$ cat src/rtl/trivium_stream.sv
// trivium_stream: Trivium keystream engine producing WIDTH keystream bits per clock.
// Handles key/IV load, the 1152-round warm-up and a valid/ready output handshake.
// Optional feature: define TRIVIUM_STREAM_CNT_EN to add the 32-bit accepted-word
// counter on port word_cnt. Without the macro the port and counter are absent.
module trivium_stream #(
  parameter int WIDTH = 8
) (
  input  logic             clk,
  input  logic             rst_n,
  input  logic             load,
  input  logic [79:0]      key,
  input  logic [79:0]      iv,
  output logic             busy,
  output logic [WIDTH-1:0] ks_data,
  output logic             ks_valid,
  input  logic             ks_ready
`ifdef TRIVIUM_STREAM_CNT_EN
  ,
  output logic [31:0]      word_cnt
`endif
);

  // Number of advances needed to cover the 1152 warm-up rounds.
  localparam int N     = 1152 / WIDTH;
  localparam int CNT_W = $clog2(N);

  // Only widths that divide 1152 and stay within the 66-round feedback
  // distance are legal; anything else is rejected at elaboration.
  if (!(WIDTH == 1 || WIDTH == 2 || WIDTH == 4 || WIDTH == 8 ||
        WIDTH == 16 || WIDTH == 32 || WIDTH == 64)) begin : g_bad_width
    $error("trivium_stream: illegal WIDTH %0d", WIDTH);
  end

  typedef enum logic [1:0] {
    IDLE = 2'd0,
    INIT = 2'd1,
    RUN  = 2'd2
  } state_e;

  state_e             state_q, state_d;
  logic [287:0]       s_q, s_d;    // s_q[i-1] holds Trivium bit s(i)
  logic [287:0]       s_adv;       // state after WIDTH rounds
  logic [WIDTH-1:0]   z_adv;       // keystream of those WIDTH rounds
  logic [CNT_W-1:0]   cnt_q, cnt_d;

  // Initial state image for a key/IV pair; the three ones sit at s286..s288.
  function automatic logic [287:0] load_state(input logic [79:0] k,
                                              input logic [79:0] v);
    logic [287:0] st;
    st          = '0;
    st[79:0]    = k;
    st[172:93]  = v;
    st[287:285] = 3'b111;
    return st;
  endfunction

  // WIDTH unrolled Trivium rounds applied to the current state; z of round j lands in bit j.
  always_comb begin
    logic [287:0] s;
    logic         t1, t2, t3;
    s     = s_q;
    t1    = 1'b0;
    t2    = 1'b0;
    t3    = 1'b0;
    z_adv = '0;
    for (int j = 0; j < WIDTH; j++) begin
      t1       = s[65] ^ s[92];
      t2       = s[161] ^ s[176];
      t3       = s[242] ^ s[287];
      z_adv[j] = t1 ^ t2 ^ t3;
      t1       = t1 ^ (s[90] & s[91]) ^ s[170];
      t2       = t2 ^ (s[174] & s[175]) ^ s[263];
      t3       = t3 ^ (s[285] & s[286]) ^ s[68];
      s        = {s[286:177], t2, s[175:93], t1, s[91:0], t3};
    end
    s_adv = s;
  end

  // The word on offer is derived from the current state, so it holds while stalled.
  assign ks_data = z_adv;

  // Next-state and output decode; a load overrides whatever the FSM would do.
  always_comb begin
    state_d  = state_q;
    s_d      = s_q;
    cnt_d    = cnt_q;
    busy     = 1'b0;
    ks_valid = 1'b0;
    case (state_q)
      IDLE: begin
      end
      INIT: begin
        busy = 1'b1;
        s_d  = s_adv;
        if (cnt_q == '0) begin
          state_d = RUN;
        end else begin
          cnt_d = cnt_q - CNT_W'(1);
        end
      end
      RUN: begin
        ks_valid = 1'b1;
        if (ks_ready) begin
          s_d = s_adv;
        end
      end
      default: begin
        state_d = IDLE;
      end
    endcase
    if (load) begin
      state_d = INIT;
      s_d     = load_state(key, iv);
      cnt_d   = CNT_W'(N - 1);
    end
  end

  // State register, warm-up counter and cipher state; reset yields the all-zero state.
  always_ff @(posedge clk or negedge rst_n) begin
    if (!rst_n) begin
      state_q <= IDLE;
      s_q     <= '0;
      cnt_q   <= '0;
    end else begin
      state_q <= state_d;
      s_q     <= s_d;
      cnt_q   <= cnt_d;
    end
  end

`ifdef TRIVIUM_STREAM_CNT_EN
  logic        accept;
  logic [31:0] wcnt_q;

  // A handshake colliding with a load is not an accepted word.
  assign accept = ks_valid && ks_ready && !load;

  // Accepted-word counter, cleared by reset and load, wrapping at 2^32.
  always_ff @(posedge clk or negedge rst_n) begin
    if (!rst_n) begin
      wcnt_q <= '0;
    end else if (load) begin
      wcnt_q <= '0;
    end else if (accept) begin
      wcnt_q <= wcnt_q + 32'd1;
    end
  end

  assign word_cnt = wcnt_q;
`endif

endmodule

$ cat config.mk
export PLATFORM = sky130hd
export DESIGN_NAME = trivium_stream
export DESIGN_NICKNAME = d
export VERILOG_FILES = /design/src/rtl/trivium_stream.sv
export SDC_FILE = /design/constraint.sdc
export NUM_CORES = 1
export LEC_CHECK = 0
export CORE_AREA = 2 2 216 218
export CTS_BUF_LIST = sky130_fd_sc_hd__clkbuf_4 sky130_fd_sc_hd__clkbuf_8
export DETAILED_ROUTE_END_ITERATION = 12
export DIE_AREA = 0 0 218 220
export HOLD_SLACK_MARGIN = 0.08
export PLACE_DENSITY_LB_ADDON = 0.2
export SYNTH_ARGS = -nofsm -noshare
export SYNTH_HDL_FRONTEND = slang
export SYNTH_SLANG_ARGS = --single-unit
$ cat constraint.sdc
create_clock -name clk -period 3.5 [get_ports clk]
set_clock_uncertainty 0.1 [all_clocks]
set_input_delay 0.7 -clock clk [delete_from_list [all_inputs] [get_ports clk]]
set_output_delay 0.7 -clock clk [all_outputs]
set_load 0.005 [all_outputs]
# ---- Word-level counts from Yosys, hierarchy flattened
# Index checks and enable logic that the tools add are counted.
# Widths: inputs -> output; s select.
dict set report totals {
  regBits 298
  wordCells 141
}
dict set report op_classes {
  mux 11
  n_eq_ne 6
  n_reduce_logical 8
  bitwise 112
  addsub 1
}
# cell n
set ops {}
lappend ops {{$mux 288} 2}
lappend ops {{$pmux 288 s2} 1}
lappend ops {{$xor 1x1->1} 88}
lappend ops {{$and 1x1->1} 24}
lappend ops {{$mux 8} 3}
lappend ops {{$logic_not 8->1} 1}
lappend ops {{$sub 8x1->8 const B} 1}
lappend ops {{$ne 3x3->1 const B} 2}
lappend ops {{$reduce_and 2->1} 3}
lappend ops {{$mux 2} 2}
lappend ops {{$pmux 2 s2} 1}
lappend ops {{$reduce_bool 3->1} 1}
lappend ops {{$eq 2x1->1 const B} 1}
lappend ops {{$eq 2x2->1 const B} 1}
lappend ops {{$logic_not 2->1} 1}
lappend ops {{$mux 1} 2}
lappend ops {{$ne 2x1->1 const B} 1}
lappend ops {{$ne 2x2->1 const B} 1}
lappend ops {{$reduce_bool 2->1} 1}
lappend ops {{$reduce_or 2->1} 1}

# ---- Longest topological paths before layout
dict set report logic_depth {
  depth_word 6
  ltp_mapped 7
  depth_no_buf 6
}

# ---- Worst setup path after synthesis
# OpenSTA, ideal clock, no wires.
dict set report synth_timing {
  path_type {input port to flip-flop}
  start {input load}
  end {register s_q[158]}
  t_required_ns 3.267
  t_arrival_ns 1.615
  setup_slack_ns 1.652
  cell_stages 4
  cell_sequence {buf_2 > clkbuf_1 > mux2i_1 > o21ai_0}
}
dict set report synth_via {
  elab_chain_len 2
}
# item line
set synth_lines {}
lappend synth_lines {{start, declared} 10} ;# input logic load,
lappend synth_lines {{$ne 3x3->1 (no line) / $reduce_bool 3->1 (equally long branches)} --}
lappend synth_lines {{$reduce_and 2->1 (no line)} --}
lappend synth_lines {{end signal, assigned} 122} ;# s_q <= '0;
lappend synth_lines {{end signal, assigned} 126} ;# s_q <= s_d;
lappend synth_lines {{end, declared} 41} ;# logic [287:0] s_q, s_d;
# Several ways; a longest one is shown, not always the timed one.
# A chain may end at the register's enable or synchronous reset.

# ---- Final worst setup path
dict set report layout_timing {
  start {register s_q[62]}
  end {output ks_data[3]}
}
dict set report layout_via {
  elab_chain_len 3
}
# item line
set layout_lines {}
lappend layout_lines {{$xor 1x1->1} 67} ;# t1 = s[65] ^ s[92];
lappend layout_lines {{$xor 1x1->1 (2 in series)} 70} ;# z_adv[j] = t1 ^ t2 ^ t3;
lappend layout_lines {{end, declared} 14} ;# output logic [WIDTH-1:0] ks_data,
# No other way between the ends.

==> impl_metrics.env <==
export IMPL_num_io_pins=174
export IMPL_rrSetupSlack_ns=1.34
export IMPL_ys_top_cells_by_area="dfrtp_1 (55%), nand2_1 (12%), mux2i_1 (11%), o21ai_0 (8.5%), xnor2_1 (4.3%)"
export IMPL_ys_warnings_count=0
export IMPL_drive_gt1_share_pct=7.429
export IMPL_synth_compound_area_share_pct=12.33
export IMPL_grt_start_max_net_pins=141
export IMPL_synth_main_ff_cell="dfrtp_1"
export IMPL_post_dp_hpwl_um=24910
export IMPL_core_area_um2=45860
export IMPL_final_cell_mix="nand2_1 (421), dfrtp_1 (298), o21ai_0 (230)"
export IMPL_grt_overflow=0
export IMPL_critPathMostFrequentCell="xnor2_1"
export IMPL_yosys_area_share_adder_pct=0.09223
export IMPL_worstPathRequired_ns=2.70
export IMPL_post_synth_top_area_fraction_pct=54.97
export IMPL_cts_buffers=55
export IMPL_grt_use_total_pct=15.58
export IMPL_fin_util_pct=37.03
export IMPL_wl_per_cell_um=17.01
export IMPL_cp_end_kind="primary output"
export IMPL_finalWirelength_um=37130
export IMPL_crit_buf_inv=1
export IMPL_post_route_min_period_ns=3.380
export IMPL_setup_viol=0
export IMPL_synthCells=1389
export IMPL_synth_seq_cells=298
export IMPL_final_min_period_over_clock_period_pct=96.58
export IMPL_io_buffers=173
export IMPL_cts_root_buffer="clkbuf_8"
export IMPL_vias=9904
export IMPL_fin_nets=1705
export IMPL_die_w_um=218
export IMPL_avgSynthCellArea_um2=9.766
export IMPL_async_flop_share_pct=100.0
export IMPL_outcome="completed"
export IMPL_place_congestion=0.7562
export IMPL_initial_core_util_pct=29.58
export IMPL_grt_first_pass_wirelength_um=57760
export IMPL_tightest_slew_ns=0.8670
export IMPL_clk_pin_slew_ns=0.06
export IMPL_power_leakage_nw=6.941
export IMPL_path_cells="xnor2_1 > xnor2_1 > xnor2_1 > clkdlybuf4s50_1"
export IMPL_fmax_ghz=0.2958
export IMPL_vdd_ir_drop_max_mv=0.2513
export IMPL_synth_simple_gate_area_share_pct=12.43
export IMPL_cp_max_fo=4
export IMPL_die_y_um=220
export IMPL_rsz0062_at_grt="false"
export IMPL_arrival_ns=2.58
export IMPL_finalSetupTns_ns=0
export IMPL_diodes=0
export IMPL_synth_top_family_by_area="simple AND/OR/NAND/NOR gates"
export IMPL_synth_area_leader_cell="dfrtp_1"
export IMPL_cp_slowest_cell="clkdlybuf4s50_1"
export IMPL_seq_area_frac_synth_pct=54.97
export IMPL_powerDensity_nw_per_um2=494.2
export IMPL_clock_latency_ns=0.62
export IMPL_cts_resized=0
export IMPL_max_stage_delay_ns=0.59
export IMPL_dieArea_um2=47960
export IMPL_fin_hold_ws_ns=0.3259
export IMPL_cts_tree="done"
export IMPL_min_delay_path_class="in2reg"
export IMPL_final_common_cell="nand2_1"
export IMPL_drtAntennaViolNets=0
export IMPL_syn_nets=1554
export IMPL_antenna_found_initial=2
export IMPL_max_clock_path_buffers=3
export IMPL_area_growth_pct=25.19
export IMPL_htree_levels=2
export IMPL_synth_mux_area_share_pct=10.77
export IMPL_viasPerCell=4.539
export IMPL_clkSinkCount=298
export IMPL_synth_xor_area_share_pct=5.875
export IMPL_hold_viol=0
export IMPL_synth_edf_count=0
export IMPL_first_global_vias=10024
export IMPL_remaining_drc_errors=0
export IMPL_synth_area_um2=13570
export IMPL_cpLargestDelayFamily="XOR/XNOR gates"
export IMPL_synth_cell_types=36
export IMPL_drv_cap=0
export IMPL_maxSlewViolCount=0
export IMPL_cp_start_kind="register"
export IMPL_rows=79
export IMPL_drt_iter0_drc=649
export IMPL_critPathKind="reg2out"
export IMPL_relSlewSlack_pct=42.14
export IMPL_firstDrtPassIters=5
[worst reg2reg max path, stage by stage, from the launching register on]
cell and delay (ns):
dfrtp_1 0.40, and2b_4 0.20, a211oi_4 0.21, buf_4 0.36, buf_12 0.40, o21ai_0 0.33
[kinds of logic after synthesis]
kind of cell / after synthesis
simple gates: 437
compound gates: 316
flops: 298
mux: 146
buf+inv: 100
xor+xnor: 91
fa+ha+maj: 1
[cell usage after synthesis (2+ instances only)]
cell      instances
a211o_1           2
a21oi_1          18
and2b_4           2
buf_1             2
buf_2            54
buf_4             3
buf_6             3
clkbuf_1         33
dfrtp_1         298
inv_1             4
mux2i_1         146
nand2_1         421
nor2_1            5
nor4_1            2
o21ai_0         230
o21ai_1          35
o22ai_1          16
o31ai_1           8
xnor2_1          67
xor2_1           24
[final cells by class]
type / instances / area (um2)
Sequential cell: 298 / 7457
Clock inverter: 3 / 40.04
Clock buffer: 89 / 1087
Inverter: 4 / 16.27
Timing Repair Buffer: 190 / 1984
Fill cell: 4742 / 28880
Tap cell: 607 / 759.5
Multi-Input combinational cell: 991 / 5638
[sequential cells by signal (all words and copies together), names as in the netlist]
name,count
state_q,2
s_q,288
cnt_q,8
[where the power goes]
group	internal, mW	total (mW)	switching [mW]
combinational	0.511	0.994	0.483
sequential	3.71	3.90	0.193
clock	2.01	3.50	1.49
total	6.23	8.39	2.17
[metrics by stage]
stage               area [um2]  power (mW)  std cells  setup slack [ns]
global placement         15850       4.963       2089            0.7274
floorplan                13570       4.382       1389             1.652
CTS                      16980       8.546       2182           0.06454
detailed placement       15850       4.977       2089            0.7725
finish                   16980       8.393       2182            0.1197
global route             16980       8.786       2182          0.001932
[path summary, 6_finish.rpt]
check                                  startpoint  cells past startpoint                      to
max in group asynchronous                   rst_n                      3     s_q[45]$_DFFE_PN0P_
max                           s_q[62]$_DFFE_PN0P_                      4              ks_data[3]
max reg2reg                state_q[1]$_DFFE_PN0P_                      5     s_q[21]$_DFFE_PN0P_
min reg2reg                  s_q[118]$_DFFE_PN0P_                      2    s_q[118]$_DFFE_PN0P_
min in group asynchronous                   rst_n                      2    s_q[250]$_DFFE_PN0P_
min                                          load                      2  state_q[1]$_DFFE_PN0P_
[per-layer routing]
| metal | wire length [um] | vias up | global-route usage (%) |
|---|---|---|---|
| met2 | 16200 | 222 | 23.56 |
| met4 | 904 | 2 | 4.875 |
| met1 | 17970 | 4652 | 21.99 |
| met3 | 2039 | 71 | 3.658 |
| met5 | 16 | - | 0 |
| li1 | - | 4957 | - |
[repair_timing]
item,in CTS,in global routing
setup buffers,0,0
hold endpoints to repair,42,0
hold buffers,1,0
(Power assumes the default switching activity.)
